**config.mk**
```make
export PLATFORM = sky130hd
export DESIGN_NAME = uart_cpu_regs
export DESIGN_NICKNAME = d
export VERILOG_FILES = /design/src/rtl/uart_cpu_regs.sv
export SDC_FILE = /design/constraint.sdc
export NUM_CORES = 1
export LEC_CHECK = 0
export BUFFER_PORTS_ARGS = -buffer_cell sky130_fd_sc_hd__buf_2
export CORE_UTILIZATION = 43
export CTS_CLUSTER_DIAMETER = 200
export DETAILED_ROUTE_END_ITERATION = 7
export GPL_TIMING_DRIVEN = 0
export PLACE_DENSITY = 0.79
export SLEW_MARGIN = 20
export SYNTH_ARGS = -nofsm -noshare
export SYNTH_HDL_FRONTEND = slang
export SYNTH_SLANG_ARGS = --single-unit
```
**constraint.sdc**
```tcl
create_clock -name clk_i -period 1.5 [get_ports clk_i]
set_input_delay 0.075 -clock clk_i [delete_from_list [all_inputs] [get_ports clk_i]]
set_output_delay 0.075 -clock clk_i [all_outputs]
set_load 0.005 [all_outputs]
```
**src/rtl/uart_cpu_regs.sv**
```systemverilog
// CPU-side register file for the UART: decodes STATUS/CONTROL/TX/RX, holds the
// core configuration, generates start pulses and keeps the sticky status flags.
module uart_cpu_regs #(
  parameter int CPU_ADDR_WIDTH  = 2,
  parameter int CPU_DATA_WIDTH  = 32,
  parameter int UART_DATA_WIDTH = 9
) (
  input  logic                       clk_i,
  input  logic                       rst_i,
  input  logic                       wr_en_cpu_i,
  input  logic                       rd_en_cpu_i,
  input  logic [CPU_ADDR_WIDTH-1:0]  cpu_addr_i,
  input  logic [CPU_DATA_WIDTH-1:0]  cpu_data_i,
  output logic [CPU_DATA_WIDTH-1:0]  cpu_data_o,
  output logic                       tx_en_o,
  output logic                       rx_en_o,
  output logic                       tx_start_o,
  output logic                       rx_start_o,
  output logic                       tx_parity_en_o,
  output logic                       rx_parity_en_o,
  output logic [1:0]                 tx_stop_sel_o,
  output logic [1:0]                 rx_stop_sel_o,
  output logic [1:0]                 tx_data_sel_o,
  output logic [1:0]                 rx_data_sel_o,
  output logic [1:0]                 baud_sel_o,
  output logic [UART_DATA_WIDTH-1:0] tx_data_o,
  input  logic                       tx_done_i,
  input  logic                       rx_done_i,
  input  logic                       tx_busy_i,
  input  logic                       rx_busy_i,
  input  logic [UART_DATA_WIDTH-1:0] rx_data_i
);

  // Stop-width code 3 has no meaning on the line; clamp it to the widest legal value.
  function automatic logic [1:0] sat_stop(input logic [1:0] v);
    return (v == 2'd3) ? 2'd2 : v;
  endfunction

  logic                       tx_en_q, tx_en_d, rx_en_q, rx_en_d;
  logic                       tx_start_q, tx_start_d, rx_start_q, rx_start_d;
  logic                       tx_par_q, tx_par_d, rx_par_q, rx_par_d;
  logic [1:0]                 tx_stop_q, tx_stop_d, rx_stop_q, rx_stop_d;
  logic [1:0]                 tx_dsel_q, tx_dsel_d, rx_dsel_q, rx_dsel_d;
  logic [1:0]                 baud_q, baud_d;
  logic [UART_DATA_WIDTH-1:0] tx_data_q, tx_data_d, rx_data_q, rx_data_d;
  logic                       tx_done_q, tx_done_d, rx_done_q, rx_done_d;
  logic                       rx_ovr_q, rx_ovr_d;
  logic [CPU_DATA_WIDTH-1:0]  cpu_data_q, cpu_data_d;

  logic        wr_ctrl, wr_tx, rd_status, rd_rx;
  logic [31:0] rd_word, d32;
  logic        unused_data;

  assign d32         = 32'(cpu_data_i);
  assign unused_data = ^cpu_data_i;

  always_comb begin
    tx_en_d    = tx_en_q;
    rx_en_d    = rx_en_q;
    tx_par_d   = tx_par_q;
    rx_par_d   = rx_par_q;
    tx_stop_d  = tx_stop_q;
    rx_stop_d  = rx_stop_q;
    tx_dsel_d  = tx_dsel_q;
    rx_dsel_d  = rx_dsel_q;
    baud_d     = baud_q;
    tx_data_d  = tx_data_q;
    rx_data_d  = rx_data_q;
    cpu_data_d = cpu_data_q;
    rd_word    = 32'd0;

    wr_ctrl   = wr_en_cpu_i && (cpu_addr_i == CPU_ADDR_WIDTH'(1));
    wr_tx     = wr_en_cpu_i && (cpu_addr_i == CPU_ADDR_WIDTH'(2));
    rd_status = rd_en_cpu_i && (cpu_addr_i == CPU_ADDR_WIDTH'(0));
    rd_rx     = rd_en_cpu_i && (cpu_addr_i == CPU_ADDR_WIDTH'(3));

    // Start pulses qualify on the enable held before this write as well as the written one.
    tx_start_d = wr_ctrl && d32[1]  && (d32[0]  || tx_en_q) && !tx_busy_i;
    rx_start_d = wr_ctrl && d32[17] && (d32[16] || rx_en_q) && !rx_busy_i;

    if (wr_ctrl) begin
      tx_en_d = d32[0];
      rx_en_d = d32[16];
      baud_d  = d32[31:30];
      if (!tx_busy_i) begin
        tx_par_d  = d32[2];
        tx_stop_d = sat_stop(d32[4:3]);
        tx_dsel_d = d32[6:5];
      end
      if (!rx_busy_i) begin
        rx_par_d  = d32[18];
        rx_stop_d = sat_stop(d32[20:19]);
        rx_dsel_d = d32[22:21];
      end
    end
    if (wr_tx) tx_data_d = cpu_data_i[UART_DATA_WIDTH-1:0];
    if (rx_done_i) rx_data_d = rx_data_i;

    // Set events win over the clearing read; the read itself still sees the old flag.
    tx_done_d = tx_done_i || (tx_done_q && !rd_status);
    rx_ovr_d  = (rx_done_i && rx_done_q) || (rx_ovr_q && !rd_status);
    rx_done_d = rx_done_i || (rx_done_q && !rd_rx);

    case (cpu_addr_i)
      CPU_ADDR_WIDTH'(0): rd_word = {13'd0, rx_ovr_q, rx_busy_i, rx_done_q,
                                     14'd0, tx_busy_i, tx_done_q};
      CPU_ADDR_WIDTH'(1): rd_word = {baud_q, 7'd0, rx_dsel_q, rx_stop_q, rx_par_q, 1'b0, rx_en_q,
                                     9'd0, tx_dsel_q, tx_stop_q, tx_par_q, 1'b0, tx_en_q};
      CPU_ADDR_WIDTH'(2): rd_word = {{(32-UART_DATA_WIDTH){1'b0}}, tx_data_q};
      default:            rd_word = {{(32-UART_DATA_WIDTH){1'b0}}, rx_data_q};
    endcase
    if (rd_en_cpu_i) cpu_data_d = CPU_DATA_WIDTH'(rd_word);
  end

  always_ff @(posedge clk_i or posedge rst_i) begin
    if (rst_i) begin
      tx_en_q    <= 1'b0;
      rx_en_q    <= 1'b0;
      tx_start_q <= 1'b0;
      rx_start_q <= 1'b0;
      tx_par_q   <= 1'b0;
      rx_par_q   <= 1'b0;
      tx_stop_q  <= 2'd0;
      rx_stop_q  <= 2'd0;
      tx_dsel_q  <= 2'd0;
      rx_dsel_q  <= 2'd0;
      baud_q     <= 2'd0;
      tx_data_q  <= '0;
      rx_data_q  <= '0;
      tx_done_q  <= 1'b0;
      rx_done_q  <= 1'b0;
      rx_ovr_q   <= 1'b0;
      cpu_data_q <= '0;
    end else begin
      tx_en_q    <= tx_en_d;
      rx_en_q    <= rx_en_d;
      tx_start_q <= tx_start_d;
      rx_start_q <= rx_start_d;
      tx_par_q   <= tx_par_d;
      rx_par_q   <= rx_par_d;
      tx_stop_q  <= tx_stop_d;
      rx_stop_q  <= rx_stop_d;
      tx_dsel_q  <= tx_dsel_d;
      rx_dsel_q  <= rx_dsel_d;
      baud_q     <= baud_d;
      tx_data_q  <= tx_data_d;
      rx_data_q  <= rx_data_d;
      tx_done_q  <= tx_done_d;
      rx_done_q  <= rx_done_d;
      rx_ovr_q   <= rx_ovr_d;
      cpu_data_q <= cpu_data_d;
    end
  end

  assign cpu_data_o     = cpu_data_q;
  assign tx_en_o        = tx_en_q;
  assign rx_en_o        = rx_en_q;
  assign tx_start_o     = tx_start_q;
  assign rx_start_o     = rx_start_q;
  assign tx_parity_en_o = tx_par_q;
  assign rx_parity_en_o = rx_par_q;
  assign tx_stop_sel_o  = tx_stop_q;
  assign rx_stop_sel_o  = rx_stop_q;
  assign tx_data_sel_o  = tx_dsel_q;
  assign rx_data_sel_o  = rx_dsel_q;
  assign baud_sel_o     = baud_q;
  assign tx_data_o      = tx_data_q;

endmodule

```
==> results of run 1 <==
kinds of logic after synthesis:
logic type	count (synthesis)
buffers and inverters	39
multiplexers	41
flip-flops	55
AND/OR/NAND/NOR	31
other	1
AO/OA/AOI/OAI	32
per-stage QoR:
stage | total power (uW) | instance area [sq um] | setup TNS [ps]
floorplan | 2240 | 2530 | 0
global placement | 2530 | 3010 | -31160
detailed placement | 2570 | 3010 | 0
CTS | 3490 | 3310 | 0
global route | 3670 | 3340 | 0
finish | 3460 | 3340 | 0
state kept, by name, indices dropped and copies added, names as in the netlist, 2 cells and up:
signal,cells
tx_stop_sel_o,2
baud_sel_o,2
rx_stop_sel_o,2
rx_data_q,9
tx_data_sel_o,2
cpu_data_o,18
tx_data_o,9
rx_data_sel_o,2
per-layer routing:
layer	wire [um]	GRT usage	part of all wire	vias up
met5	0	0	0	-
met2	2720	0.323	0.49	77
li1	-	-	-	899
met1	2450	0.254	0.44	860
met4	61	0.0519	0.011	0
met3	328	0.0430	0.059	9
final timing paths:
check,start,endpoint,slack (ps),cells after the start
worst max-delay path,cpu_data_i[20],rx_stop_sel_o[0]$_DFFE_PP0P_,130,4
worst min register to register,tx_done_q$_DFF_PP0_,tx_done_q$_DFF_PP0_,490,1
worst max register to register,rx_stop_sel_o[0]$_DFFE_PP0P_,rx_stop_sel_o[0]$_DFFE_PP0P_,290,3
max in group asynchronous,rst_i,tx_en_o$_DFFE_PP0P_,640,3
worst min-delay path,cpu_data_i[16],rx_en_o$_DFFE_PP0P_,10,2
min in group asynchronous,rst_i,cpu_data_o[6]$_DFFE_PP0P_,420,3
cells in the mapped netlist (2+ instances only):
cell,number
buf_6,3
nand2b_1,2
nor3_1,2
a21o_1,2
nor2_1,7
mux2_1,8
a31oi_1,2
mux2_2,15
mux2i_1,6
o22ai_1,4
clkbuf_1,3
nand2_1,5
o21ai_0,12
dfrtp_1,55
a21oi_1,4
inv_1,14
buf_2,4
o41ai_1,2
mux2_4,12
a22oi_1,4
buf_4,15
nand3_1,8
nor2_4,2
nand3b_1,3
power by group:
part / total (uW) / leakage, uW / switching, uW / internal (uW)
sequential: 1830 / 0.000668 / 146 / 1690
clock: 878 / 0.0000515 / 456 / 422
combinational: 749 / 0.000981 / 308 / 441
cell usage in the layout, fill, tap and decap left out, types with 6 or more instances in the layout:
cell,Yosys,final
mux2_1,8,8
buf_2,4,81
nor2_1,7,7
dfrtp_1,55,55
buf_4,15,15
o21ai_0,12,12
conb_1,1,14
mux2_2,15,15
mux2_4,12,12
mux2i_1,6,6
dlygate4sd3_1,0,23
clkbuf_8,0,7
inv_1,14,13
nand3_1,8,8
layout make-up:
cell class	instances	area (sq um)
multi-input combinational	118	928
inverter	14	55.1
sequential	55	1380
fill	473	2200
tap	72	90.1
buffer	25	178
clock buffer	8	100
timing repair buffer	100	616
==> impl_metrics.tcl, run 1 <==
set metrics [dict create \
    crit_arrival_ps 1620 \
    cts_root_buf "clkbuf_8" \
    clk_pin_slew_worst_paths_ps 90 \
    rsz0062_at_grt "false" \
    synth.avg_cell_area_sq_um 12.5 \
    post-place-ws_ps 415 \
    max-vdd-ir-drop_mv 0.562 \
    yosys_most_used_dff "dfrtp_1" \
    io_pins 108 \
    routed-via-count 1845 \
    synth_top_area_share 0.554 \
    power_leakage_uw 0.00170 \
    fp-row-count 27 \
    cp_data_required_time_ps 1740 \
    yosys.area_share.xor_xnor 0 \
    viasPerCell 4.71 \
    crit_chain "dlygate4sd3_1, buf_2, o41ai_1, dlygate4sd3_1" \
    finalSetupViolations 0 \
    synth_fa_ha_area_frac 0 \
    cp-start-kind "input port" \
    initialDrtViolationCount 71 \
    dieArea_sq_um 6090 \
    end_kind "register" \
    critPathBufInv 3 \
    antenna_found_initial 0 \
    routed_wirelength_um 5570 \
    cts.repair.resized 0 \
    dp_hpwl_um 3890 \
    stdcell_count 392 \
    power_density_nw_per_um2 1030 \
    synth_mux_area_frac 0.201 \
    die_height_um 78.0 \
    fin_ws_ps 128 \
    synth_compound_area_frac 0.0795 \
    cts.sinks 55 \
    firstDrtPassIters 4 \
    yosysWarningCount 0 \
    hp-class "input port to register" \
    max-clock-path-buffers 2 \
    antenna_cells 0 \
    drc_errors 0 \
    initial_core_util 0.449 \
    h-tree-depth 2 \
    synthArstFlopShare 1.00 \
    fmax_ghz 0.729 \
    hold_viol 0 \
    area_growth_pct 34.5 \
    cpLargestDelayFamily "buffers and inverters" \
    slowest_delay_ps 580 \
    first_global_vias 1788 \
    nets 370 \
    cp_slowest_cell "dlygate4sd3_1" \
    maxCapViolCount 0 \
    drtAntennaViolNets 0 \
    synth_top_family_by_area "multiplexers" \
    slew_headroom 0.558 \
    post-cts-setup-buffers 0 \
    cp_max_fo 2 \
    grt_pass1_wl_um 8980 \
    overflow 0 \
    synthDistinctLibCells 29 \
    place_inst 361 \
    whs_ps 14.3 \
    grt_max_degree 56 \
    fp.coreArea_sq_um 5540 \
    insertion_delay_ps 300 \
    worstMarginPinSlew_ps 663 \
    crit_top_cell "dlygate4sd3_1" \
    period_share 0.915 \
    cts-buffers-inserted 5 \
    yosys-top-cells-area "dfrtp_1 (55%), mux2_4 (7.2%), mux2_2 (6.8%)" \
    wl_per_cell_um 14.2 \
    postCtsHoldBufs 20 \
    drive_above_1_share 0.428 \
    synth_seq_cells 55 \
    synth_area_sq_um 2490 \
    report.final.slew_viol_count 0 \
    dieWidth_um 78.0 \
    outcome "finished clean" \
    gp_congestion 0.716 \
    final_core_util 0.603 \
    cts_tree "done" \
    io_buffer_count 77 \
    path_class "input port to register" \
    synth_enable_flop_cells 0 \
    fin_crit_ps 1370 \
    grt_usage 0.193 \
    skew_ps 2.27 \
    ys_seq_area_frac 0.554 \
    synthCells 199 \
    synth_top_area_cell "dfrtp_1" \
    yosys.area_share.simple 0.0720 \
]
(Power assumes the default switching activity.)
==> run 2, diff against run 1 <==
--- a/config.mk
+++ b/config.mk
@@ -6,11 +6,11 @@
 export NUM_CORES = 1
 export LEC_CHECK = 0
 export BUFFER_PORTS_ARGS = -buffer_cell sky130_fd_sc_hd__buf_2
-export CORE_UTILIZATION = 43
+export CORE_UTILIZATION = 35
 export CTS_CLUSTER_DIAMETER = 200
 export DETAILED_ROUTE_END_ITERATION = 7
 export GPL_TIMING_DRIVEN = 0
-export PLACE_DENSITY = 0.79
+export PLACE_DENSITY = 0.67
 export SLEW_MARGIN = 20
 export SYNTH_ARGS = -nofsm -noshare
 export SYNTH_HDL_FRONTEND = slang
==> run 2 against run 1 <==
Against the previous run: count of clock-buffer cells in the layout unchanged; sequential share of layout area unchanged; clock skew increased by 1.3 ps; power decreased by 0.37%; final area unchanged; non-clock buffer count decreased by 3; worst hold slack got worse by 8.1 ps; wire length increased by 2.8%; first-iteration DRC count decreased by 32%; via count increased by 1.5%; critical path type is now register to register; critical endpoint is now cpu_data_o[1]$_DFFE_PP0P_; highest routed layer unchanged.
==> impl_metrics.tcl, run 2 (synthesis results as in run 1) <==
set metrics [dict create \
    outcome "finished clean" \
    overflow 0 \
    initialDrtViolationCount 48 \
    hold_viol 0 \
    wl_per_cell_um 13.9 \
    fin_crit_ps 1080 \
    dieWidth_um 86.3 \
    period_share 0.717 \
    fp-row-count 30 \
    layout_commonest_cell "buf_2" \
    first_global_vias 1880 \
    dieArea_sq_um 7440 \
    cpLargestDelayFamily "flip-flops" \
    drc_errors 0 \
    die_height_um 86.3 \
    initial_core_util 0.364 \
    firstDrtPassIters 4 \
    max-clock-path-buffers 2 \
    h-tree-depth 2 \
    area_growth_pct 34.5 \
    antenna_found_initial 0 \
    post-cts-setup-buffers 0 \
    drtAntennaViolNets 0 \
    fillers 645 \
    fin_ws_ps 425 \
    nets 367 \
    whs_ps 6.25 \
    largest_reg_flops 18 \
    cts_tree "done" \
    finalSetupViolations 0 \
    maxCapViolCount 0 \
    rsz0062_at_grt "false" \
    io_pins 108 \
    layout_common_cells "buf_2 (81), dfrtp_1 (55), dlygate4sd3_1 (20)" \
    place_inst 385 \
    cp_data_required_time_ps 1670 \
    slowest_delay_ps 410 \
    routed_wirelength_um 5720 \
    antenna_cells 0 \
    fp.coreArea_sq_um 6830 \
    grt_usage 0.163 \
    cp_max_fo 3 \
    post-place-ws_ps 413 \
    grt_pass1_wl_um 9290 \
    report.final.slew_viol_count 0 \
    path_class "register to register" \
    max-vdd-ir-drop_mv 0.502 \
    critPathBufInv 0 \
    cts-buffers-inserted 5 \
    grt_max_degree 56 \
    cp-start-kind "register" \
    io_buffer_count 77 \
    cts_root_buf "clkbuf_8" \
    power_density_nw_per_um2 1030 \
    power_leakage_uw 0.00169 \
    cp_slowest_cell "dfrtp_1" \
    fmax_ghz 0.930 \
    clk_pin_slew_worst_paths_ps 90 \
    slew_headroom 0.554 \
    cts.sinks 55 \
    crit_arrival_ps 1240 \
    viasPerCell 4.53 \
    crit_chain "mux2_2, a22oi_1, a21oi_1" \
    end_kind "register" \
    hp-class "input port to register" \
    stdcell_count 413 \
    routed-via-count 1872 \
    insertion_delay_ps 300 \
    skew_ps 3.58 \
    dp_hpwl_um 4070 \
    drive_above_1_share 0.432 \
    final_area_sq_um 3340 \
    postPlaceCellArea_sq_um 3040 \
    gp_congestion 0.717 \
    worstMarginPinSlew_ps 669 \
]
-- run 2: worst paths after layout --
check / slack [ps] / to / depth (start not counted) / start
worst max-delay path: 420 / cpu_data_o[1]$_DFFE_PP0P_ / 3 / tx_data_o[1]$_DFFE_PP0P_
worst min-delay path: 6 / rx_data_q[1]$_DFFE_PP0P_ / 2 / rx_data_i[1]
worst max register to register: 420 / cpu_data_o[1]$_DFFE_PP0P_ / 3 / tx_data_o[1]$_DFFE_PP0P_
max in group asynchronous: 640 / tx_data_o[8]$_DFFE_PP0P_ / 3 / rst_i
worst min register to register: 500 / tx_done_q$_DFF_PP0_ / 1 / tx_done_q$_DFF_PP0_
min in group asynchronous: 420 / cpu_data_o[21]$_DFFE_PP0P_ / 3 / rst_i
-- run 2: area by class of cell --
cell class	instances	area, sq um	area share
Inverter	14	55.1	0.0165
Timing Repair Buffer	97	586	0.175
Clock buffer	8	100	0.0299
Sequential cell	55	1380	0.412
Multi-Input combinational cell	118	928	0.278
Tap cell	96	120	0.0359
Buffer	25	178	0.0531
-- run 2: routing by layer --
layer  vias up  wire length, um  track usage
li1        888                -            -
met1       904             2480        0.210
met2        73             2840        0.278
met3         7              349       0.0371
met4         0               44       0.0424
met5         -                0            0
-- run 2: timing repair --
action                                 4_1_cts  5_1_grt
endpoints found under the hold margin       73        1
hold buffers                                19        1
resized for setup                            0        0
-- run 2: power by group --
group | total, uW | switching [uW] | internal [uW]
registers | 1820 | 139 | 1690
clock network | 883 | 460 | 422
logic | 738 | 305 | 432
-- run 2: metrics by stage --
step | power, uW | util | setup TNS [ps]
3_5_place_dp | 2560 | 0.445 | 0
3_3_place_gp | 2540 | 0.445 | -34430
4_1_cts | 3470 | 0.488 | 0
2_1_floorplan | 2240 | - | 0
5_1_grt | 3650 | 0.489 | 0
6_report | 3450 | 0.489 | 0
==> run 3, diff against run 2 <==
--- a/config.mk
+++ b/config.mk
@@ -10,7 +10,7 @@
 export CTS_CLUSTER_DIAMETER = 200
 export DETAILED_ROUTE_END_ITERATION = 7
 export GPL_TIMING_DRIVEN = 0
-export PLACE_DENSITY = 0.67
+export PLACE_DENSITY = 0.65
 export SLEW_MARGIN = 20
 export SYNTH_ARGS = -nofsm -noshare
 export SYNTH_HDL_FRONTEND = slang
==> constraint.sdc (replaced) <==
create_clock -name clk_i -period 1 [get_ports clk_i]
set_input_delay 0.05 -clock clk_i [delete_from_list [all_inputs] [get_ports clk_i]]
set_output_delay 0.05 -clock clk_i [all_outputs]
set_load 0.005 [all_outputs]
==> run 3 against run 2 <==
Against the previous run: the run now ends with negative setup slack left; clock skew grew 0.92 ps; power grew 52%; critical path depth is the same; largest power group unchanged; highest routed layer unchanged.
==> impl_metrics.tcl, run 3 (synthesis results as in run 1) <==
set metrics [dict create \
    initial_core_util 0.364 \
    worstMarginPinSlew_ps 668 \
    finalSetupViolations 6 \
    fin_tns_setup_ps -106 \
    report.final.slew_viol_count 0 \
    gp_congestion 0.721 \
    cts_root_buf "clkbuf_8" \
    finalPower_uw 5250 \
    cp_data_required_time_ps 1180 \
    routed-via-count 1950 \
    crit_arrival_ps 1220 \
    cp-start-kind "register" \
    final_core_util 0.518 \
    clk_pin_slew_worst_paths_ps 90 \
    dieArea_sq_um 7440 \
    p_switching_uw 1410 \
    hp-class "input port to register" \
    h-tree-depth 2 \
    m1WireLength_um 2670 \
    cts.sinks 55 \
    path_class "register to register" \
    largest_reg_flops 18 \
    period_share 1.04 \
    nets 384 \
    fmax_ghz 0.961 \
    dr_wl_met2_um 3050 \
    clkPwrFrac 0.237 \
    drive_above_1_share 0.447 \
    viasPerCell 4.55 \
    antenna_cells 0 \
    antenna_found_initial 0 \
    io_buffer_count 77 \
    io_pins 108 \
    fp-row-count 30 \
    fin_ws_ps -40.8 \
    max-vdd-ir-drop_mv 0.582 \
    grt_usage 0.169 \
    area_growth_pct 42.4 \
    max-clock-path-buffers 2 \
    wl_met3_um 384 \
    fillers 647 \
    comb_power_share 0.241 \
    fin_crit_ps 1040 \
    firstDrtPassIters 4 \
    layout_common_cells "buf_2 (79), dfrtp_1 (55), dlygate4sd3_1 (30)" \
    layout_commonest_cell "buf_2" \
    pwr-share-seq 0.522 \
    die_height_um 86.3 \
    drtAntennaViolNets 0 \
    skew_ps 4.50 \
    dieWidth_um 86.3 \
    power_leakage_uw 0.00177 \
    drc_errors 0 \
    maxCapViolCount 0 \
    violations "negative setup slack" \
    top_layer_used "met4" \
    insertion_delay_ps 310 \
    internal_power_uw 3840 \
    cp_max_fo 2 \
    overflow 0 \
    post-place-ws_ps -69.8 \
    dp_hpwl_um 4140 \
    cts_tree "done" \
    whs_ps 13.1 \
    power_density_nw_per_um2 1480 \
    hold_viol 0 \
    initialDrtViolationCount 60 \
    slew_headroom 0.552 \
    grt_max_degree 32 \
    rsz0062_at_grt "true" \
    routed_wirelength_um 6150 \
    cts-buffers-inserted 5 \
    end_kind "register" \
    grt_pass1_wl_um 9510 \
    first_global_vias 1920 \
    swShare 0.268 \
    fp.coreArea_sq_um 6830 \
    wl_per_cell_um 14.3 \
    outcome "finished, violations left" \
]
-- run 3: cell types whose count changed in the layout (fill, tap and decap cells not counted), moves of 2 or more --
cell / before / now
a22oi_2: 0 / 3
buf_4: 15 / 19
buf_6: 3 / 6
dlygate4sd3_1: 20 / 30
mux2_2: 15 / 13
a22oi_1: 4 / 1
buf_2: 81 / 79
mux2_4: 12 / 14
-- run 3: stage by stage --
step,cell area (sq um),cells
after floorplan,2540,212
after global placement,3040,385
after detailed placement,3060,386
after CTS,3500,427
after global routing,3540,429
final,3540,429
-- run 3: path summary, 6_finish.rpt --
kind	from	to	slack, ps	depth (start not counted)
max in group asynchronous	rst_i	cpu_data_o[5]$_DFFE_PP0P_	220	4
setup / recovery	tx_data_o[1]$_DFFE_PP0P_	cpu_data_o[1]$_DFFE_PP0P_	-40	3
hold reg to reg	tx_done_q$_DFF_PP0_	tx_done_q$_DFF_PP0_	490	1
setup reg to reg	tx_data_o[1]$_DFFE_PP0P_	cpu_data_o[1]$_DFFE_PP0P_	-40	3
min in group asynchronous	rst_i	baud_sel_o[1]$_DFFE_PP0P_	330	3
hold / removal	rx_busy_i	rx_stop_sel_o[0]$_DFFE_PP0P_	10	2
-- run 3: final cells by class --
class | instances | area [sq um] | share of cell area
tap | 96 | 120 | 0.0339
clock buffer | 6 | 82.6 | 0.0233
timing repair inverter | 1 | 5.00 | 0.00141
clock inverter | 1 | 5.00 | 0.00141
buffer | 25 | 178 | 0.0502
sequential | 55 | 1380 | 0.389
inverter | 14 | 56.3 | 0.0159
timing repair buffer | 113 | 759 | 0.215
multi-input combinational | 118 | 957 | 0.270
-- run 3: critical path: stages (launching register included) --
cell and delay, ps:
dfrtp_1 400, mux2_2 270, a22oi_2 170, a21oi_2 70
-- run 3: power by group through the flow --
stage	registers [uW]	logic, uW	clock network, uW
2_1_floorplan	2770	581	0
3_3_place_gp	2770	1040	0
3_5_place_dp	2790	1070	0
4_1_cts	2740	1220	1290
5_1_grt	2780	1390	1360
6_report	2740	1260	1250
-- run 3: repair_timing --
item                       4_1_cts  5_1_grt
resized for setup                3        7
setup endpoints to repair        4       32
hold endpoints to repair        62        0
pin swaps                        0        2
gates cloned                     0        1
buffers inserted                 4        1
hold buffers                    30        0
-- run 3: metal layers --
metal,vias to the layer above,global-route usage
met2,71,0.296
li1,922,-
met3,5,0.0400
met1,952,0.211
met5,-,0
met4,0,0.0409
